### src/rtl/otter_mem_pkg.sv
`default_nettype none
// ============================================================================
// Module : otter_mem_pkg
// Brief  : Shared types for the OTTER memory arbiter and data-memory wrapper.
// Rev    : 1.0  initial release
// ============================================================================
package otter_mem_pkg;

   typedef enum logic [1:0] {
      IDLE = 2'd0,
      BUSY = 2'd1,
      RESP = 2'd2
   } state_e;

   typedef enum logic [1:0] {
      BYTE = 2'b00,
      HALF = 2'b01,
      WORD = 2'b10
   } size_e;

   typedef enum logic {
      PORT1 = 1'b0,
      PORT2 = 1'b1
   } owner_e;

endpackage
`default_nettype wire

### src/rtl/otter_mem_arbiter_if.sv
`default_nettype none
// ============================================================================
// Module : otter_mem_arbiter_if
// Brief  : Fetch port, data port and shared memory bus of the arbiter.
// Rev    : 1.0  initial release
// ============================================================================
interface otter_mem_arbiter_if #(
   parameter int ADDR_W = 32,
   parameter int DATA_W = 32
);
   logic              MA_REQ1;
   logic [ADDR_W-1:0] MA_ADDR1;
   logic [DATA_W-1:0] MA_RDATA1;
   logic              MA_DONE1;

   logic              MA_REQ2;
   logic              MA_WE2;
   logic [ADDR_W-1:0] MA_ADDR2;
   logic [DATA_W-1:0] MA_WDATA2;
   logic [1:0]        MA_SIZE2;
   logic [DATA_W-1:0] MA_RDATA2;
   logic              MA_DONE2;

   logic              MEM_REQ;
   logic              MEM_WE;
   logic [ADDR_W-1:0] MEM_ADDR;
   logic [DATA_W-1:0] MEM_WDATA;
   logic [1:0]        MEM_SIZE;
   logic [DATA_W-1:0] MEM_RDATA;
   logic              MEM_ACK;
   logic              MA_ERR;

   // Arbiter side
   modport slave (
      input  MA_REQ1, MA_ADDR1,
      input  MA_REQ2, MA_WE2, MA_ADDR2, MA_WDATA2, MA_SIZE2,
      input  MEM_RDATA, MEM_ACK,
      output MA_RDATA1, MA_DONE1, MA_RDATA2, MA_DONE2,
      output MEM_REQ, MEM_WE, MEM_ADDR, MEM_WDATA, MEM_SIZE, MA_ERR
   );

   // Requesters plus memory
   modport master (
      output MA_REQ1, MA_ADDR1,
      output MA_REQ2, MA_WE2, MA_ADDR2, MA_WDATA2, MA_SIZE2,
      output MEM_RDATA, MEM_ACK,
      input  MA_RDATA1, MA_DONE1, MA_RDATA2, MA_DONE2,
      input  MEM_REQ, MEM_WE, MEM_ADDR, MEM_WDATA, MEM_SIZE, MA_ERR
   );
endinterface
`default_nettype wire

### src/rtl/otter_mem_arbiter.sv
`default_nettype none
// ============================================================================
// Module : otter_mem_arbiter
// Brief  : Round-robin two-port arbiter (fetch / load-store) onto one memory
//          bus, with an ACK timeout that aborts the access and flags MA_ERR.
// Rev    : 1.0  initial release
// ============================================================================
module otter_mem_arbiter
   import otter_mem_pkg::*;
#(
   parameter int ADDR_W   = 32,
   parameter int DATA_W   = 32,
   parameter int MAX_WAIT = 15
) (
   input  logic                 MA_CLK,
   input  logic                 MA_RESET_N,
   otter_mem_arbiter_if.slave   bus
);

   localparam logic [7:0] c_max_wait = 8'(MAX_WAIT);

   state_e            state_q,     state_d;
   owner_e            owner_q,     owner_d;
   logic              prefer2_q,   prefer2_d;
   logic [7:0]        timer_q,     timer_d;
   logic              mem_req_q,   mem_req_d;
   logic              mem_we_q,    mem_we_d;
   logic [ADDR_W-1:0] mem_addr_q,  mem_addr_d;
   logic [DATA_W-1:0] mem_wdata_q, mem_wdata_d;
   logic [1:0]        mem_size_q,  mem_size_d;
   logic [DATA_W-1:0] rdata1_q,    rdata1_d;
   logic [DATA_W-1:0] rdata2_q,    rdata2_d;
   logic              done1_q,     done1_d;
   logic              done2_q,     done2_d;
   logic              err_q,       err_d;
   logic              grant2;

   always_comb begin
      state_d     = state_q;
      owner_d     = owner_q;
      prefer2_d   = prefer2_q;
      timer_d     = timer_q;
      mem_req_d   = mem_req_q;
      mem_we_d    = mem_we_q;
      mem_addr_d  = mem_addr_q;
      mem_wdata_d = mem_wdata_q;
      mem_size_d  = mem_size_q;
      rdata1_d    = rdata1_q;
      rdata2_d    = rdata2_q;
      done1_d     = 1'b0;
      done2_d     = 1'b0;
      err_d       = 1'b0;
      grant2      = 1'b0;

      case (state_q)
         IDLE: begin
            if (bus.MA_REQ1 || bus.MA_REQ2) begin
               // Port 2 wins alone, or on a tie when port 1 was served last
               grant2    = bus.MA_REQ2 && (!bus.MA_REQ1 || prefer2_q);
               owner_d   = grant2 ? PORT2 : PORT1;
               prefer2_d = !grant2;
               mem_req_d = 1'b1;
               timer_d   = 8'd0;
               state_d   = BUSY;
               if (grant2) begin
                  mem_we_d    = bus.MA_WE2;
                  mem_addr_d  = bus.MA_ADDR2;
                  mem_wdata_d = bus.MA_WDATA2;
                  mem_size_d  = bus.MA_SIZE2;
               end else begin
                  mem_we_d    = 1'b0;
                  mem_addr_d  = bus.MA_ADDR1;
                  mem_wdata_d = '0;
                  mem_size_d  = WORD;
               end
            end
         end

         BUSY: begin
            if (bus.MEM_ACK) begin
               mem_req_d = 1'b0;
               state_d   = RESP;
               if (!mem_we_q) begin
                  if (owner_q == PORT2) rdata2_d = bus.MEM_RDATA;
                  else                  rdata1_d = bus.MEM_RDATA;
               end
               done1_d = (owner_q == PORT1);
               done2_d = (owner_q == PORT2);
            end else if (timer_q == c_max_wait) begin
               // Timed out: reads return zero, stores just complete with error
               mem_req_d = 1'b0;
               state_d   = RESP;
               err_d     = 1'b1;
               if (!mem_we_q) begin
                  if (owner_q == PORT2) rdata2_d = '0;
                  else                  rdata1_d = '0;
               end
               done1_d = (owner_q == PORT1);
               done2_d = (owner_q == PORT2);
            end else begin
               timer_d = timer_q + 8'd1;
            end
         end

         RESP: begin
            state_d = IDLE;
         end

         default: begin
            state_d = IDLE;
         end
      endcase
   end

   always_ff @(posedge MA_CLK) begin
      if (!MA_RESET_N) begin
         state_q     <= IDLE;
         owner_q     <= PORT1;
         prefer2_q   <= 1'b0;
         timer_q     <= 8'd0;
         mem_req_q   <= 1'b0;
         mem_we_q    <= 1'b0;
         mem_addr_q  <= '0;
         mem_wdata_q <= '0;
         mem_size_q  <= 2'b00;
         rdata1_q    <= '0;
         rdata2_q    <= '0;
         done1_q     <= 1'b0;
         done2_q     <= 1'b0;
         err_q       <= 1'b0;
      end else begin
         state_q     <= state_d;
         owner_q     <= owner_d;
         prefer2_q   <= prefer2_d;
         timer_q     <= timer_d;
         mem_req_q   <= mem_req_d;
         mem_we_q    <= mem_we_d;
         mem_addr_q  <= mem_addr_d;
         mem_wdata_q <= mem_wdata_d;
         mem_size_q  <= mem_size_d;
         rdata1_q    <= rdata1_d;
         rdata2_q    <= rdata2_d;
         done1_q     <= done1_d;
         done2_q     <= done2_d;
         err_q       <= err_d;
      end
   end

   assign bus.MEM_REQ   = mem_req_q;
   assign bus.MEM_WE    = mem_we_q;
   assign bus.MEM_ADDR  = mem_addr_q;
   assign bus.MEM_WDATA = mem_wdata_q;
   assign bus.MEM_SIZE  = mem_size_q;
   assign bus.MA_RDATA1 = rdata1_q;
   assign bus.MA_RDATA2 = rdata2_q;
   assign bus.MA_DONE1  = done1_q;
   assign bus.MA_DONE2  = done2_q;
   assign bus.MA_ERR    = err_q;

endmodule
`default_nettype wire

### src/flat_wrapper.sv
// flat-port wrapper written by rule: the top's interface ports become plain ports
module otter_mem_arbiter_flat import otter_mem_pkg::*;
#(
   parameter int ADDR_W   = 32,
   parameter int DATA_W   = 32,
   parameter int MAX_WAIT = 15
)
  (MA_CLK, MA_RESET_N, bus_MA_REQ1, bus_MA_ADDR1, bus_MA_REQ2, bus_MA_WE2, bus_MA_ADDR2, bus_MA_WDATA2, bus_MA_SIZE2, bus_MEM_RDATA, bus_MEM_ACK, bus_MA_RDATA1, bus_MA_DONE1, bus_MA_RDATA2, bus_MA_DONE2, bus_MEM_REQ, bus_MEM_WE, bus_MEM_ADDR, bus_MEM_WDATA, bus_MEM_SIZE, bus_MA_ERR);
  otter_mem_arbiter_if #(.ADDR_W(ADDR_W), .DATA_W(DATA_W)) bus_i ();
  input  logic MA_CLK;
  input  logic MA_RESET_N;
  input wire logic [$bits(bus_i.MA_REQ1)-1:0] bus_MA_REQ1;
  input wire logic [$bits(bus_i.MA_ADDR1)-1:0] bus_MA_ADDR1;
  input wire logic [$bits(bus_i.MA_REQ2)-1:0] bus_MA_REQ2;
  input wire logic [$bits(bus_i.MA_WE2)-1:0] bus_MA_WE2;
  input wire logic [$bits(bus_i.MA_ADDR2)-1:0] bus_MA_ADDR2;
  input wire logic [$bits(bus_i.MA_WDATA2)-1:0] bus_MA_WDATA2;
  input wire logic [$bits(bus_i.MA_SIZE2)-1:0] bus_MA_SIZE2;
  input wire logic [$bits(bus_i.MEM_RDATA)-1:0] bus_MEM_RDATA;
  input wire logic [$bits(bus_i.MEM_ACK)-1:0] bus_MEM_ACK;
  output wire logic [$bits(bus_i.MA_RDATA1)-1:0] bus_MA_RDATA1;
  output wire logic [$bits(bus_i.MA_DONE1)-1:0] bus_MA_DONE1;
  output wire logic [$bits(bus_i.MA_RDATA2)-1:0] bus_MA_RDATA2;
  output wire logic [$bits(bus_i.MA_DONE2)-1:0] bus_MA_DONE2;
  output wire logic [$bits(bus_i.MEM_REQ)-1:0] bus_MEM_REQ;
  output wire logic [$bits(bus_i.MEM_WE)-1:0] bus_MEM_WE;
  output wire logic [$bits(bus_i.MEM_ADDR)-1:0] bus_MEM_ADDR;
  output wire logic [$bits(bus_i.MEM_WDATA)-1:0] bus_MEM_WDATA;
  output wire logic [$bits(bus_i.MEM_SIZE)-1:0] bus_MEM_SIZE;
  output wire logic [$bits(bus_i.MA_ERR)-1:0] bus_MA_ERR;
  assign bus_i.MA_REQ1 = bus_MA_REQ1;
  assign bus_i.MA_ADDR1 = bus_MA_ADDR1;
  assign bus_i.MA_REQ2 = bus_MA_REQ2;
  assign bus_i.MA_WE2 = bus_MA_WE2;
  assign bus_i.MA_ADDR2 = bus_MA_ADDR2;
  assign bus_i.MA_WDATA2 = bus_MA_WDATA2;
  assign bus_i.MA_SIZE2 = bus_MA_SIZE2;
  assign bus_i.MEM_RDATA = bus_MEM_RDATA;
  assign bus_i.MEM_ACK = bus_MEM_ACK;
  assign bus_MA_RDATA1 = bus_i.MA_RDATA1;
  assign bus_MA_DONE1 = bus_i.MA_DONE1;
  assign bus_MA_RDATA2 = bus_i.MA_RDATA2;
  assign bus_MA_DONE2 = bus_i.MA_DONE2;
  assign bus_MEM_REQ = bus_i.MEM_REQ;
  assign bus_MEM_WE = bus_i.MEM_WE;
  assign bus_MEM_ADDR = bus_i.MEM_ADDR;
  assign bus_MEM_WDATA = bus_i.MEM_WDATA;
  assign bus_MEM_SIZE = bus_i.MEM_SIZE;
  assign bus_MA_ERR = bus_i.MA_ERR;
  otter_mem_arbiter #(.ADDR_W(ADDR_W), .DATA_W(DATA_W), .MAX_WAIT(MAX_WAIT)) u_core (.MA_CLK(MA_CLK), .MA_RESET_N(MA_RESET_N), .bus(bus_i));
endmodule
### config.mk
export PLATFORM = sky130hd
export DESIGN_NAME = otter_mem_arbiter_flat
export DESIGN_NICKNAME = d
export VERILOG_FILES = /design/src/rtl/otter_mem_pkg.sv /design/src/rtl/otter_mem_arbiter_if.sv /design/src/rtl/otter_mem_arbiter.sv /design/src/flat_wrapper.sv
export SDC_FILE = /design/constraint.sdc
export NUM_CORES = 1
export LEC_CHECK = 0
export CAP_MARGIN = 20
export CORE_UTILIZATION = 44
export CTS_CLUSTER_SIZE = 24
export DETAILED_ROUTE_END_ITERATION = 16
export PLACE_DENSITY = 0.92
export SLEW_MARGIN = 20
export SYNTH_ARGS = -nofsm -noshare
export SYNTH_HDL_FRONTEND = slang
export SYNTH_SLANG_ARGS = --single-unit
### constraint.sdc
create_clock -name MA_CLK -period 3.87 [get_ports MA_CLK]
set_input_delay 0.774 -clock MA_CLK [delete_from_list [all_inputs] [get_ports MA_CLK]]
set_output_delay 0.774 -clock MA_CLK [all_outputs]
set_load 0.02 [all_outputs]
**Word level (Yosys, flattened, before mapping)**

Cells that the tools add are included.

- Bits in read-only memories: 0
- Bits in writable memories: 0
- Latch bits: 0
- Memories kept: 0
- Register bits after elaboration: 147
- Input bits: 136
- Output and inout bits: 135
- Logic and storage cells: 75

- Mux-type cells: 34
- Bitwise gates (word level): 4
- Add/sub/neg operators: 1
- Reductions and logical operators: 16
- Div/mod/pow operators: 0
- Equality and inequality tests: 6
- Multiply operators: 0
- Shifts and indexed selects: 0
- Magnitude comparators: 0

Operators by type and width:

| kind | number |
|---|---|
| 2-to-1 mux 32 bit | 14 |
| 2-to-1 mux 8 bit | 3 |
| case mux 8 bit (2 select lines) | 1 |
| AND reduction 4 bit | 3 |
| 2-to-1 mux 1 bit | 10 |
| adder 8 x 1 -> 8 bit (second input constant) | 1 |
| equality test 8 x 4 -> 1 bit (second input constant) | 1 |
| 2-to-1 mux 2 bit | 4 |
| AND reduction 2 bit | 3 |
| != test 2 bit (second input constant) | 2 |
| inverter 1 bit | 4 |
| case mux 2 bit (2 select lines) | 1 |
| nonzero test 2 bit | 2 |
| != test 3 x 2 -> 1 bit (second input constant) | 1 |
| AND reduction 3 bit | 1 |
| OR reduction 3 bit | 1 |
| equality test 2 x 1 -> 1 bit (second input constant) | 1 |
| logical NOT 1 bit | 2 |
| logical NOT 2 bit | 1 |
| logical OR 1 bit | 2 |
| != test 2 x 1 -> 1 bit (second input constant) | 1 |
| case mux 1 bit (2 select lines) | 1 |
| logical AND 1 bit | 1 |

**Depth between registers and ports, before layout**

- Word-level depth: 4
- Mapped depth: 7
- Gate-level depth less buffers: 5

**Least setup slack after synthesis**

Ideal clock, no wire load.

- Path type: input to register
- Start: input bus_MEM_ACK
- End: register u_core.timer_q[7]
- Buffers on the path: 1
- Cell stages on the path: 5
- Data arrival time: 2.060 ns
- Data required time: 3.748 ns
- Library setup time: 0.122 ns
- Setup slack: 1.688 ns
- Path through: clkbuf_1 nor3b_1 o21ai_4 and2_1 a311o_1

- Cells in the longest elaborated chain, start to end: 2

Ends and longest elaborated chain:

| element | RTL line | RTL |
|---|---|---|
| start, declared | flat_wrapper.sv:20 | `input wire logic [$bits(bus_i.MEM_ACK)-1:0] bus_MEM_ACK;` |
| != test 2 bit (no line) | -- |  |
| AND reduction 4 bit (no line) | -- |  |
| end signal, assigned | otter_mem_arbiter.sv:135 | `timer_q <= timer_d;` |
| end, declared | otter_mem_arbiter.sv:25 | `logic [7:0] timer_q, timer_d;` |

Every way passes these cells.
A chain may end at the register's enable or synchronous reset.

**Final worst setup path**

- Start: input bus_MA_REQ2
- End: register u_core.mem_addr_q[28] (netlist: u_core.bus.MEM_ADDR[28])

- Cells in the longest elaborated chain, start to end: 2
- Elaborated cells on any way between the ends: 4
- Those cells by class: mux (1); reduce/logical (3)

Ends and longest elaborated chain:

| element | RTL line | RTL |
|---|---|---|
| start, declared | flat_wrapper.sv:14 | `input wire logic [$bits(bus_i.MA_REQ2)-1:0] bus_MA_REQ2;` |
| logical AND 1 bit / logical OR 1 bit (equally long branches) | otter_mem_arbiter.sv:59, otter_mem_arbiter.sv:57 |  |
| 2-to-1 mux 32 bit / AND reduction 2 bit (equally long branches) | -- |  |
| end signal, assigned | otter_mem_arbiter.sv:138 | `mem_addr_q <= mem_addr_d;` |
| end, declared | otter_mem_arbiter.sv:28 | `logic [ADDR_W-1:0] mem_addr_q, mem_addr_d;` |

Parallel ways exist; a longest one is shown, timed or not.

==> out/qor.txt <==
Reg-to-reg endpoint: u_core.bus.MA_RDATA1[11]
Met2 Use GR: 0.486
Worst-Skew Late Latency: 0.42 ns
Cts bufs inserted: 17
GR Util All Layers: 0.268
Placer Congestion: 0.832
#FFs+latches synth: 147
Die Y: 116 µm
Initial Util: 0.451
Synth top cells by count: dfxtp_1, nor2b_1, nand2_1
Cell taking the most area after synthesis: dfxtp_1
Actual slew at the worst max-slew pin: 0.717 ns
Critical hold path startpoint: u_core.bus.MA_RDATA2[7]
Max Cap Violations: 0
Crit Reg-Reg Startpoint: u_core.timer_q[0]
Post-DP HPWL: 12.9 mm
N_diodes: 0
Period utilization: 0.616
Final max-slew violation count: 0
Async SR Flop Fraction: 0
P per Cell Area: 425 mW/mm²
Synthesized Nets: 693
Status: completed
Largest net degree at the start of global routing: 80
CTS H-tree depth: 4
Final #Nets: 942
Synth area leaders: dfxtp_1, mux2i_1, nor2b_1
Row count: 41
Syn Inst Count: 556
Yosys warnings: 0
Post-Syn Area: 0.00569 mm²
Reg2Reg Depth: 5
# IOs: 271
Yosys cell types: 47
Data arrival, critical path: 2.72 ns
Post-CTS Hold Buffers: 0
DR iter-0 viols: 413
Clock buffer depth: 2
Most common cell in the netlist: dfxtp_1
Register area share after synthesis: 0.517
Critical path peak fanout: 40
DRC Markers: 0
Final std cells w/o fill: 989
Setup TNS: 0 ns
Min Clock Period, post-route: 2.38 ns
Placed cell areas: 0.00846 mm²
Crit end category: register
Placed insts: 958
Share of cells above drive strength 1: 0.0612
Die area: 0.0134 mm²
Vias in the first global route: 5344
Post-synth EDFFs: 0
TritonRoute pass-1 iters: 8
Slew HR: 0.522
Final Setup Violations: 0
Layout area overhead: 58.7%
Fillers: 885
Fmax: 420 MHz
Worst hold path type: reg -> reg
Wirelength per Cell: 18.4 µm
Die W: 116 µm
Cts repair resizes: 0
Worst R2R Setup Slack: 1.74 ns
Worst Skew: 0.0137 ns
CTS tree: built
Final wirelength: 18.1 mm
Core Region: 0.0126 mm²
Global route hottest layer: met2
RSZ-0062 raised after global routing: false
Post-CTS Setup Repair Bufs: 0
Post-DRT Antenna Nets: 0
Total grt overflow: 0
Final hold violation count: 0
Worst EP required: 4.21 ns
Avg Cell Area, Syn: 10.2 µm²
Hold-critical path depth: 2
Most used DFF post-synth: dfxtp_1
Worst IR Drop VDD: 326 µV
GR Util met1: 0.277
Vias: 5402
Root Driver: clkbuf_16
Reg clk slew, reported paths: 0.06 ns
Leakage power: 0.00360 µW
Port-buffer cells: 270
Setup crit start kind: input port
Share of Yosys cell area claimed by the top area cell type: 0.517
Hold EP: u_core.bus.MA_RDATA2[7]
Routing usage on met3: 0.0900
Drt via density: 5.46
Finished Cell Area: 0.00903 mm²
Initial antenna violation count: 0
Critical path class: in -> reg
Global-route wire length before repair: 27.2 mm
Total clock sinks: 147
==> cell usage in the layout, fill, tap and decap left out, drive strengths merged, types with 2 or more instances in the layout <==
cell | netlist | layout
clkdlybuf4s50 | 0 | 269
dfxtp | 147 | 147
nor2b | 70 | 70
nand2 | 66 | 66
mux2i | 65 | 65
nand3 | 39 | 39
a22oi | 34 | 34
a222oi | 32 | 32
clkbuf | 39 | 21
buf | 9 | 9
clkinv | 0 | 6
nor2 | 5 | 5
and3 | 5 | 5
a21oi | 5 | 5
o21ai | 5 | 5
nor4 | 4 | 4
inv | 3 | 3
nor3b | 2 | 2
and2 | 2 | 2
or3 | 2 | 2
a21boi | 2 | 2
bufinv | 0 | 2
clkinvlp | 0 | 2
or4 | 2 | 2
a21o | 2 | 2
==> metal layers <==
layer / vias up / part of all wire / routed length, µm
met5: - / 0 / 0
met4: 0 / 0.032 / 573
met3: 34 / 0.090 / 1630
met2: 284 / 0.50 / 9130
met1: 2577 / 0.38 / 6820
li1: 2507 / - / -
==> registers in the layout, indices dropped and copies added, names as in the netlist <==
name / flops
u_core.bus.MA_RDATA1: 32
u_core.bus.MA_RDATA2: 32
u_core.bus.MEM_ADDR: 32
u_core.bus.MEM_WDATA: 32
u_core.timer_q: 8
u_core.bus.MEM_SIZE: 2
u_core.state_q: 2
u_core.bus.MA_DONE1: 1
u_core.bus.MA_DONE2: 1
u_core.bus.MA_ERR: 1
u_core.bus.MEM_REQ: 1
u_core.bus.MEM_WE: 1
u_core.owner_q: 1
u_core.prefer2_q: 1
==> critical path: stages <==
cell	delay, ns
clkdlybuf4s50_1	0.56
o21ai_4	0.52
buf_4	0.48
a222oi_1	0.19
nor2b_1	0.17
==> cell families (layout without fill, tap and decap cells) <==
group                    after synthesis  after routing  share of synthesized area
AO/OA/AOI/OAI                         90             90                      0.135
adder cells (fa/ha/maj)                1              1                    0.00220
buffers and inverters                 51            312                     0.0442
flip-flops                           147            147                      0.517
multiplexers                          65             65                      0.114
AND/OR/NAND/NOR                      202            202                      0.187
==> cell type report <==
| cell class | count | area [µm²] | area share |
|---|---|---|---|
| clock inverter | 10 | 109 | 0.0120 |
| inverter | 3 | 11.3 | 0.00125 |
| multi-input combinational | 358 | 2520 | 0.279 |
| tap | 172 | 215 | 0.0238 |
| timing repair buffer | 278 | 2770 | 0.307 |
| clock buffer | 21 | 460 | 0.0510 |
| sequential | 147 | 2940 | 0.326 |
==> worst max-delay path by stage <==
stage                startpoint                      end  slack, ns  cells past startpoint
floorplan           bus_MEM_ACK        u_core.timer_q[7]       1.69                      5
global placement    bus_MA_REQ1  u_core.bus.MEM_ADDR[30]       1.24                      6
detailed placement  bus_MA_REQ1  u_core.bus.MEM_ADDR[26]       1.10                      6
CTS                 bus_MA_REQ1  u_core.bus.MEM_ADDR[26]       1.54                      6
global route        bus_MA_REQ1   u_core.bus.MEM_ADDR[9]       1.40                      6
finish              bus_MA_REQ2  u_core.bus.MEM_ADDR[28]       1.49                      5
==> stage by stage <==
step / hold slack [ns] / power (µW) / util / setup slack [ns]
detailed placement: 0.452 / 2270 / 0.671 / 1.10
global route: 0.477 / 3960 / 0.716 / 1.40
CTS: 0.459 / 3850 / 0.716 / 1.54
finish: 0.457 / 3840 / 0.716 / 1.49
floorplan: 0.464 / 1950 / - / 1.69
global placement: 0.445 / 2250 / 0.671 / 1.24
==> power by group <==
group          internal [µW]  switching, µW
Combinational            322            302
Sequential              1580           42.9
Clock                    974            618
Total                   2870            963
Note: power is estimated with default switching activity, not from simulation.
